===== src/rtl/bp_pkg.sv =====
// Shared encodings and default geometry for the branch direction predictor.
// Latency: n/a (declarations only); backpressure: n/a.
package bp_pkg;

   typedef enum logic {
      BP_INIT = 1'b0,
      BP_RUN  = 1'b1
   } bp_state_e;

   localparam int BP_INDEX_BITS = 6;
   localparam int BP_CTR_BITS   = 2;

endpackage


===== src/rtl/sat_counter_next.sv =====
// Next value of a saturating up/down counter: +1 on taken, -1 on not-taken, clamped at both ends.
// Latency: combinational; backpressure: none.
module sat_counter_next
   import bp_pkg::*;
#(
   parameter int CTR_BITS = BP_CTR_BITS
) (
   input  logic [CTR_BITS-1:0] ctr,
   input  logic                taken,
   output logic [CTR_BITS-1:0] ctr_next
);

   always_comb begin
      ctr_next = ctr;
      if (taken) begin
         if (ctr != '1) ctr_next = ctr + 1'b1;
      end else begin
         if (ctr != '0) ctr_next = ctr - 1'b1;
      end
   end

endmodule


===== src/rtl/gshare_branch_predictor.sv =====
// Bimodal/gshare direction predictor; `BP_GSHARE_EN adds a global history XORed into the index.
// Latency: prediction is zero-cycle combinational, updates land at the next edge; backpressure: none.
module gshare_branch_predictor
   import bp_pkg::*;
#(
   parameter int INDEX_BITS = BP_INDEX_BITS,
   parameter int CTR_BITS   = BP_CTR_BITS,
   parameter int HIST_BITS  = 6,
   parameter int CTR_INIT   = 2**(CTR_BITS-1)-1
) (
   input  logic                  clk,
   input  logic                  rst,
   input  logic [31:0]           pc,
   output logic                  prediction,
   output logic [INDEX_BITS-1:0] pred_index,
   output logic                  ready,
   input  logic                  update_enable,
   input  logic [INDEX_BITS-1:0] update_index,
   input  logic                  actual_taken
);

   localparam int ENTRIES = 1 << INDEX_BITS;

   bp_state_e             state_q, state_d;
   logic [INDEX_BITS-1:0] ptr_q, ptr_d;
   logic [CTR_BITS-1:0]   ctr_table_q [ENTRIES];

   logic [INDEX_BITS-1:0] base_idx;
   logic                  wr_en;
   logic [INDEX_BITS-1:0] wr_idx;
   logic [CTR_BITS-1:0]   wr_ctr;
   logic [CTR_BITS-1:0]   upd_ctr_next;
   logic                  unused_pc_bits;

   assign base_idx       = pc[INDEX_BITS+1:2];
   assign unused_pc_bits = ^{pc[31:INDEX_BITS+2], pc[1:0]};

`ifdef BP_GSHARE_EN
   logic [HIST_BITS-1:0] ghr_q, ghr_d;

   assign pred_index = base_idx ^ INDEX_BITS'(ghr_q);

   // History shifts only on resolved branches, so no speculative repair is needed.
   always_comb begin
      ghr_d = ghr_q;
      if (state_q == BP_RUN && update_enable) ghr_d = HIST_BITS'({ghr_q, actual_taken});
   end

   always_ff @(posedge clk) begin
      if (rst) ghr_q <= '0;
      else     ghr_q <= ghr_d;
   end
`else
   assign pred_index = base_idx;
`endif

   sat_counter_next #(.CTR_BITS(CTR_BITS)) u_ctr_next (
      .ctr      (ctr_table_q[update_index]),
      .taken    (actual_taken),
      .ctr_next (upd_ctr_next)
   );

   // Single write port: the init sweep owns it until the last entry is written.
   always_comb begin
      state_d = state_q;
      ptr_d   = ptr_q;
      wr_en   = 1'b0;
      wr_idx  = update_index;
      wr_ctr  = upd_ctr_next;
      if (state_q == BP_INIT) begin
         wr_en  = 1'b1;
         wr_idx = ptr_q;
         wr_ctr = CTR_BITS'(CTR_INIT);
         ptr_d  = ptr_q + 1'b1;
         if (ptr_q == '1) state_d = BP_RUN;
      end else begin
         wr_en = update_enable;
      end
   end

   always_ff @(posedge clk) begin
      if (rst) begin
         state_q <= BP_INIT;
         ptr_q   <= '0;
      end else begin
         state_q <= state_d;
         ptr_q   <= ptr_d;
      end
   end

   always_ff @(posedge clk) begin
      if (wr_en) ctr_table_q[wr_idx] <= wr_ctr;
   end

   assign ready      = (state_q == BP_RUN);
   assign prediction = ready & ctr_table_q[pred_index][CTR_BITS-1];

endmodule


===== config.mk =====
export PLATFORM = sky130hd
export DESIGN_NAME = gshare_branch_predictor
export DESIGN_NICKNAME = d
export VERILOG_FILES = /design/src/rtl/bp_pkg.sv /design/src/rtl/sat_counter_next.sv /design/src/rtl/gshare_branch_predictor.sv
export SDC_FILE = /design/constraint.sdc
export NUM_CORES = 1
export LEC_CHECK = 0
export ABC_AREA = 1
export BUFFER_PORTS_ARGS = -buffer_cell sky130_fd_sc_hd__buf_2
export CAP_MARGIN = 20
export CORE_ASPECT_RATIO = 2
export CORE_UTILIZATION = 35
export DETAILED_ROUTE_END_ITERATION = 10
export GPL_TIMING_DRIVEN = 1
export PLACE_DENSITY = 0.58
export SYNTH_ARGS = -nofsm -noshare
export SYNTH_HDL_FRONTEND = slang
export SYNTH_SLANG_ARGS = --single-unit

===== constraint.sdc =====
create_clock -name clk -period 3.45 [get_ports clk]
set_input_delay 0.69 -clock clk [delete_from_list [all_inputs] [get_ports clk]]
set_output_delay 0.69 -clock clk [all_outputs]
set_load 0.01 [all_outputs]

# [Yosys cells after proc, flatten, opt, wreduce, memory -nomap -nowiden]
# Memory sizes are Yosys's and may differ from the RTL's.
# Cells that the tools add are included.
# Widths: inputs -> output; s select.
[totals] output_inout_bits=8 ramBits=128 regBits=7 word_cells=20 inputBits=42 n_memories=1
[classes] eq_ne=2 mux=10 bitwise=1 reduce_logical=1 addsub=3
[mem_list] memory="ctr_table_q" words=64 word_bits=2 read_ports=2 rd_ports_with_merged_regs=0 wr=1 line="gshare_branch_predictor.sv:26" text="logic [CTR_BITS-1:0] ctr_table_q [ENTRIES];"
[ops] operator="$mux 2" count=4
[ops] operator="$add 6x1->6 const B" count=1
[ops] operator="$eq 6x6->1 const B" count=1
[ops] operator="$mux 6" count=1
[ops] operator="$mux 1" count=5
[ops] operator="$add 2x1->2 const B" count=1
[ops] operator="$ne 2x2->1 const B" count=1
[ops] operator="$reduce_bool 2->1" count=1
[ops] operator="$sub 2x1->2 const B" count=1
[ops] operator="$and 1x1->1" count=1

# [Depth between registers and ports, before layout]
# An unclocked memory read counts as a cell.
[logic_depth] depth_word=5 depth_mapped=13 mapped_depth_nobuf=11

# [By module]
# Synthesis repeated with hierarchy kept, for this count alone.
[unflattened] cells_unflattened=728 area_unflattened_um2=6666.4
[by_module_without_submodules] module="gshare_branch_predictor" cells_per_inst=722 area_per_inst_um2=6641.4 n_inst=1 seq_area_each_um2=3983.8
[by_module_without_submodules] module="sat_counter_next" cells_per_inst=6 area_per_inst_um2=25.0 n_inst=1 seq_area_each_um2=0.0

# [Worst setup path before layout]
# Ideal clock, no wire load.
[synth_timing] kind="in2reg" start="in update_index[2]" end="mem ctr_table_q[0][1] in the netlist's numbering (data pin)" n_path_buf=2 t_required_ps=2949 path_slack_ps=-161 path_stages=11 setup_time_ps=501 t_arrival_ps=3110 cell_sequence="buf_4 inv_1 buf_4 nand3_1 nand2_1 nand2_1 nand3_1 nand3_1 nand3b_1 nand2_1 nor2_1"
[synth_between] elab_chain_len=5 word_cells_on_any_way=9 cone_classes="add/sub (2); eq/ne (1); mux (4); reduce/logical (1); memory (1)"
[synth_lines] element="from (decl)" line="gshare_branch_predictor.sv:18" text="input logic [INDEX_BITS-1:0] update_index,"
[synth_lines] element="$mem_v2 64x2 *"
[synth_lines] element="$sub 2x1->2, or another cell as far along" line="sat_counter_next.sv:18" text="if (ctr != '0) ctr_next = ctr - 1'b1;"
[synth_lines] element="$mux 2, on equally long branches" line="sat_counter_next.sv:18, sat_counter_next.sv:16"
[synth_lines] element="$mux 2 *" line="sat_counter_next.sv:15" text="if (taken) begin"
[synth_lines] element="$mux 2 *" line="gshare_branch_predictor.sv:70" text="if (state_q == BP_INIT) begin"
[synth_lines] element="via wr_ctr[1]" line="gshare_branch_predictor.sv:31" text="logic [CTR_BITS-1:0] wr_ctr;"
[synth_lines] element="to (decl)" line="gshare_branch_predictor.sv:26"
# Mark *: on every way through the listed nets, which the timed path passes. The rest lies on a longest branch.

# [Final worst setup path]
[layout_timing] start="in pc[2]" end="out prediction"
[layout_between] elab_chain_len=2
[layout_lines] element="from (decl)" line="gshare_branch_predictor.sv:13" text="input logic [31:0] pc,"
[layout_lines] element="$mem_v2 64x2"
[layout_lines] element="$and 1x1->1" line="gshare_branch_predictor.sv:96" text="assign prediction = ready & ctr_table_q[pred_index][CTR_BITS-1];"
[layout_lines] element="to (decl)" line="gshare_branch_predictor.sv:14" text="output logic prediction,"
# No other way between the ends.

==> impl_results.md <==
* Reg2reg path depth at 6
* First drt pass iteration count at 5
* R2R Setup Slk at 0.82 ns
* Post-place setup slack at 0.412 ns
* CTS sink cnt at 135
* Crit-path max cell delay at 0.27 ns
* FMAX at 328 MHz
* Post-cts sizing count at 0
* CTS tree: done
* Synth cell count leaders: nand2_1 (204), nand3_1 (134), edfxtp_1 (128), nor2_1 (89), buf_4 (21)
* Syn_area_per_cell at 9.36 µm²
* Net Sw Frac at 23.0%
* Slew @ Worst Pin at 0.760 ns
* Worst r2r src: ready
* Setup Skew at 0.00877 ns
* Routed Antenna Nets at 0
* # placed instances at 931
* Post-place instance area at 7010 µm²
* Setup Crit Path Kind: in2out
* Number of synthesized flops with an enable pin at 128
* Pins over their slew limit at 0
* Post-DR wirelength/cell at 19.5 µm
* Synth Flop Type: edfxtp_1
* Synth-to-layout area growth at 13.8%
* Seq/Total Area, Yosys at 60.0%
* P_int at 2.91 mW
* Non-filler cells in the finished layout at 961
* Max Cap Viol at 0
* Fraction of registers with async set/reset at 0%
* CP startpoint kind: primary input
* Initial antenna violation count at 0
* Cell-by-cell trace of the critical path: buf_2, inv_1, buf_4, buf_4, nor2_1, nor2_1, o31ai_1, nand3_1, nand3_1, a21oi_1, buf_2
* First-pass GRT wire length at 28400 µm
* Final wirelength at 18800 µm
* Worst setup path end: prediction
* Total I/O pin count at 50
* WP data required at 2.76 ns
* 1st-iter DRT viols at 441
* Distinct cell type count of the synthesized netlist at 35
* Cts bufs inserted at 17
* Vias per cell at 5.50
* Final WS setup at 0.404 ns
* Vias in the first global route at 5100
* Setup-failing EPs final at 0
* P per Cell Area at 500 nW/µm²
* Synth area leaders: edfxtp_1 (58%), nand2_1 (12%), nand3_1 (10%)
* Most numerous cell in the Yosys netlist: nand2_1
* Synthesized cell area at 6640 µm²
* Clock Power Share at 44.5%
* Status: finished clean
* Largest net degree at the start of global routing at 65
* H-Tree Depth at 4
* HPWL after DPL at 12600 µm
* CP Depth at 11
* Gr usage total at 20.3%
* Sequential group share of total power at 47.1%
* Post-Syn Instances at 709
* PortBufs at 23
* Worst reg2reg endpoint: ctr_table_q[32][0]
* Setup Buffers After CTS at 0
* Clk buf depth at 2
* Yosys warning count at 0
* Family with the most delay on the worst path: buffers and inverters
* Combinational power share at 8.3%
* Die Span Y at 197 µm
* Post-Syn Nets at 752
* Slowest CP cell: o31ai_1
* Crit path time final at 3.05 ns
* Finished Cell Area at 7550 µm²
* Max-slew headroom at 49.3%
* Post-synth top area share at 57.9%
* Grt ovf at 0
* Final Hold Viols at 0
* Min-delay worst type: reg2reg
* Area leader, netlist: edfxtp_1
* Critical path arrival at 2.36 ns
* Drt drc at 0
* Routed vias at 5282
* Starting Density at 36.1%
* Row Count at 70
* Layout cells sized above 1 at 11.7%
* Area of the core at 18400 µm²
* Cts hold-fix bufs at 0
* Register bit total from synthesis at 135
* Peak VDD IR at 0.369 mV
* Psw at 0.868 mW
* Clock root buffer: clkbuf_16
* Crit path launch: pc[2]
* Leakage at 2.78 nW
* RSZ-0062 raised after global routing: no
* Chip Width at 99.4 µm
* GPL Wtd Cong at 0.849
* Final #Nets at 777
* Clk slew on worst S/H paths at 0.06 ns
* CP max FO at 14
* N_diodes at 0
* Clock latency on the worst-skew pair at 0.42 ns
* Buf/Inv on CP at 5
* DIE AREA at 19500 µm²
* Worst setup EP type: output pin
* Total negative slack at 0 ns
* Post-route clock period utilization at 88.3%
registers in the layout, summed over array words and instances, names as in the netlist:
register and flops:
ctr_table_q 128, ptr_q 6, ready 1
cell type report:
class / count / area [µm²]
well taps: 216 / 270
fillers: 1776 / 10800
multi-input cells: 508 / 2300
clock buffers: 19 / 433
repair buffers: 49 / 373
clock inverters: 11 / 110
flip-flops and latches: 135 / 3980
inverters: 23 / 86.3
worst register-to-register path, stage by stage (launching register included):
cell	delay [ns]
dfxtp_1	0.81
nor2_2	0.16
a21oi_2	0.34
inv_2	0.15
nor2_1	0.14
nand3_1	0.39
nor2_1	0.33
per-stage QoR:
stage	power (mW)	hold slack, ns	util, %
global placement	2.13	0.506	38.1
finish	3.78	0.518	41.1
floorplan	2.01	0.464	-
detailed placement	2.13	0.509	38.1
global route	3.90	0.533	41.1
CTS	3.79	0.517	41.1
cells in the final DEF, fill, tap and decap left out, types with 2 or more instances in the layout:
cell        instances
clkbuf_16          17
clkbuf_1            2
o211ai_1            3
nand3_1           134
buf_4              21
edfxtp_1          128
buf_12              5
buf_2              23
nor3_1              2
o21ai_2             3
dfxtp_1             7
o21ai_0            20
inv_2               5
nand4_1             6
a211oi_1            2
bufinv_16           2
clkinv_1            7
clkinvlp_4          3
a21oi_1            16
o221ai_1            5
inv_1              16
nor4_1              8
nand2_1           203
o31ai_1             4
nor2_1             88
cell families (layout without fill, tap and decap cells):
family,count (synthesis),after routing,share of synthesized area (%)
AO/OA/AOI/OAI,58,58,5.45
XOR/XNOR,1,1,0.132
adder cells (fa/ha/maj),1,1,0.189
buffers and inverters,66,102,5.49
flip-flops,135,135,60.0
AND/OR/NAND/NOR,448,448,28.7
power groups by stage:
| stage | combinational [mW] | clock, mW | sequential [mW] |
|---|---|---|---|
| finish | 0.315 | 1.68 | 1.78 |
| global route | 0.347 | 1.77 | 1.78 |
| CTS | 0.314 | 1.69 | 1.78 |
| detailed placement | 0.314 | 0 | 1.81 |
| global placement | 0.312 | 0 | 1.81 |
| floorplan | 0.199 | 0 | 1.81 |
worst min-delay path by stage:
stage	start	endpoint	slack (ns)	depth (start not counted)
finish	ptr_q[0]	ptr_q[0]	0.52	2
floorplan	ptr_q[5]	ready	0.46	2
global route	rst	ptr_q[0]	0.53	2
detailed placement	ptr_q[5]	ready	0.51	2
global placement	ptr_q[5]	ready	0.51	2
CTS	rst	ready	0.52	2
metal layers:
layer,GRT usage [%],part of all wire [%]
met1,21.7,37
met2,37.4,55
met3,3.65,4.5
met4,10.8,3.9
met5,0,0
No activity file was read; power rests on OpenSTA's default activity.
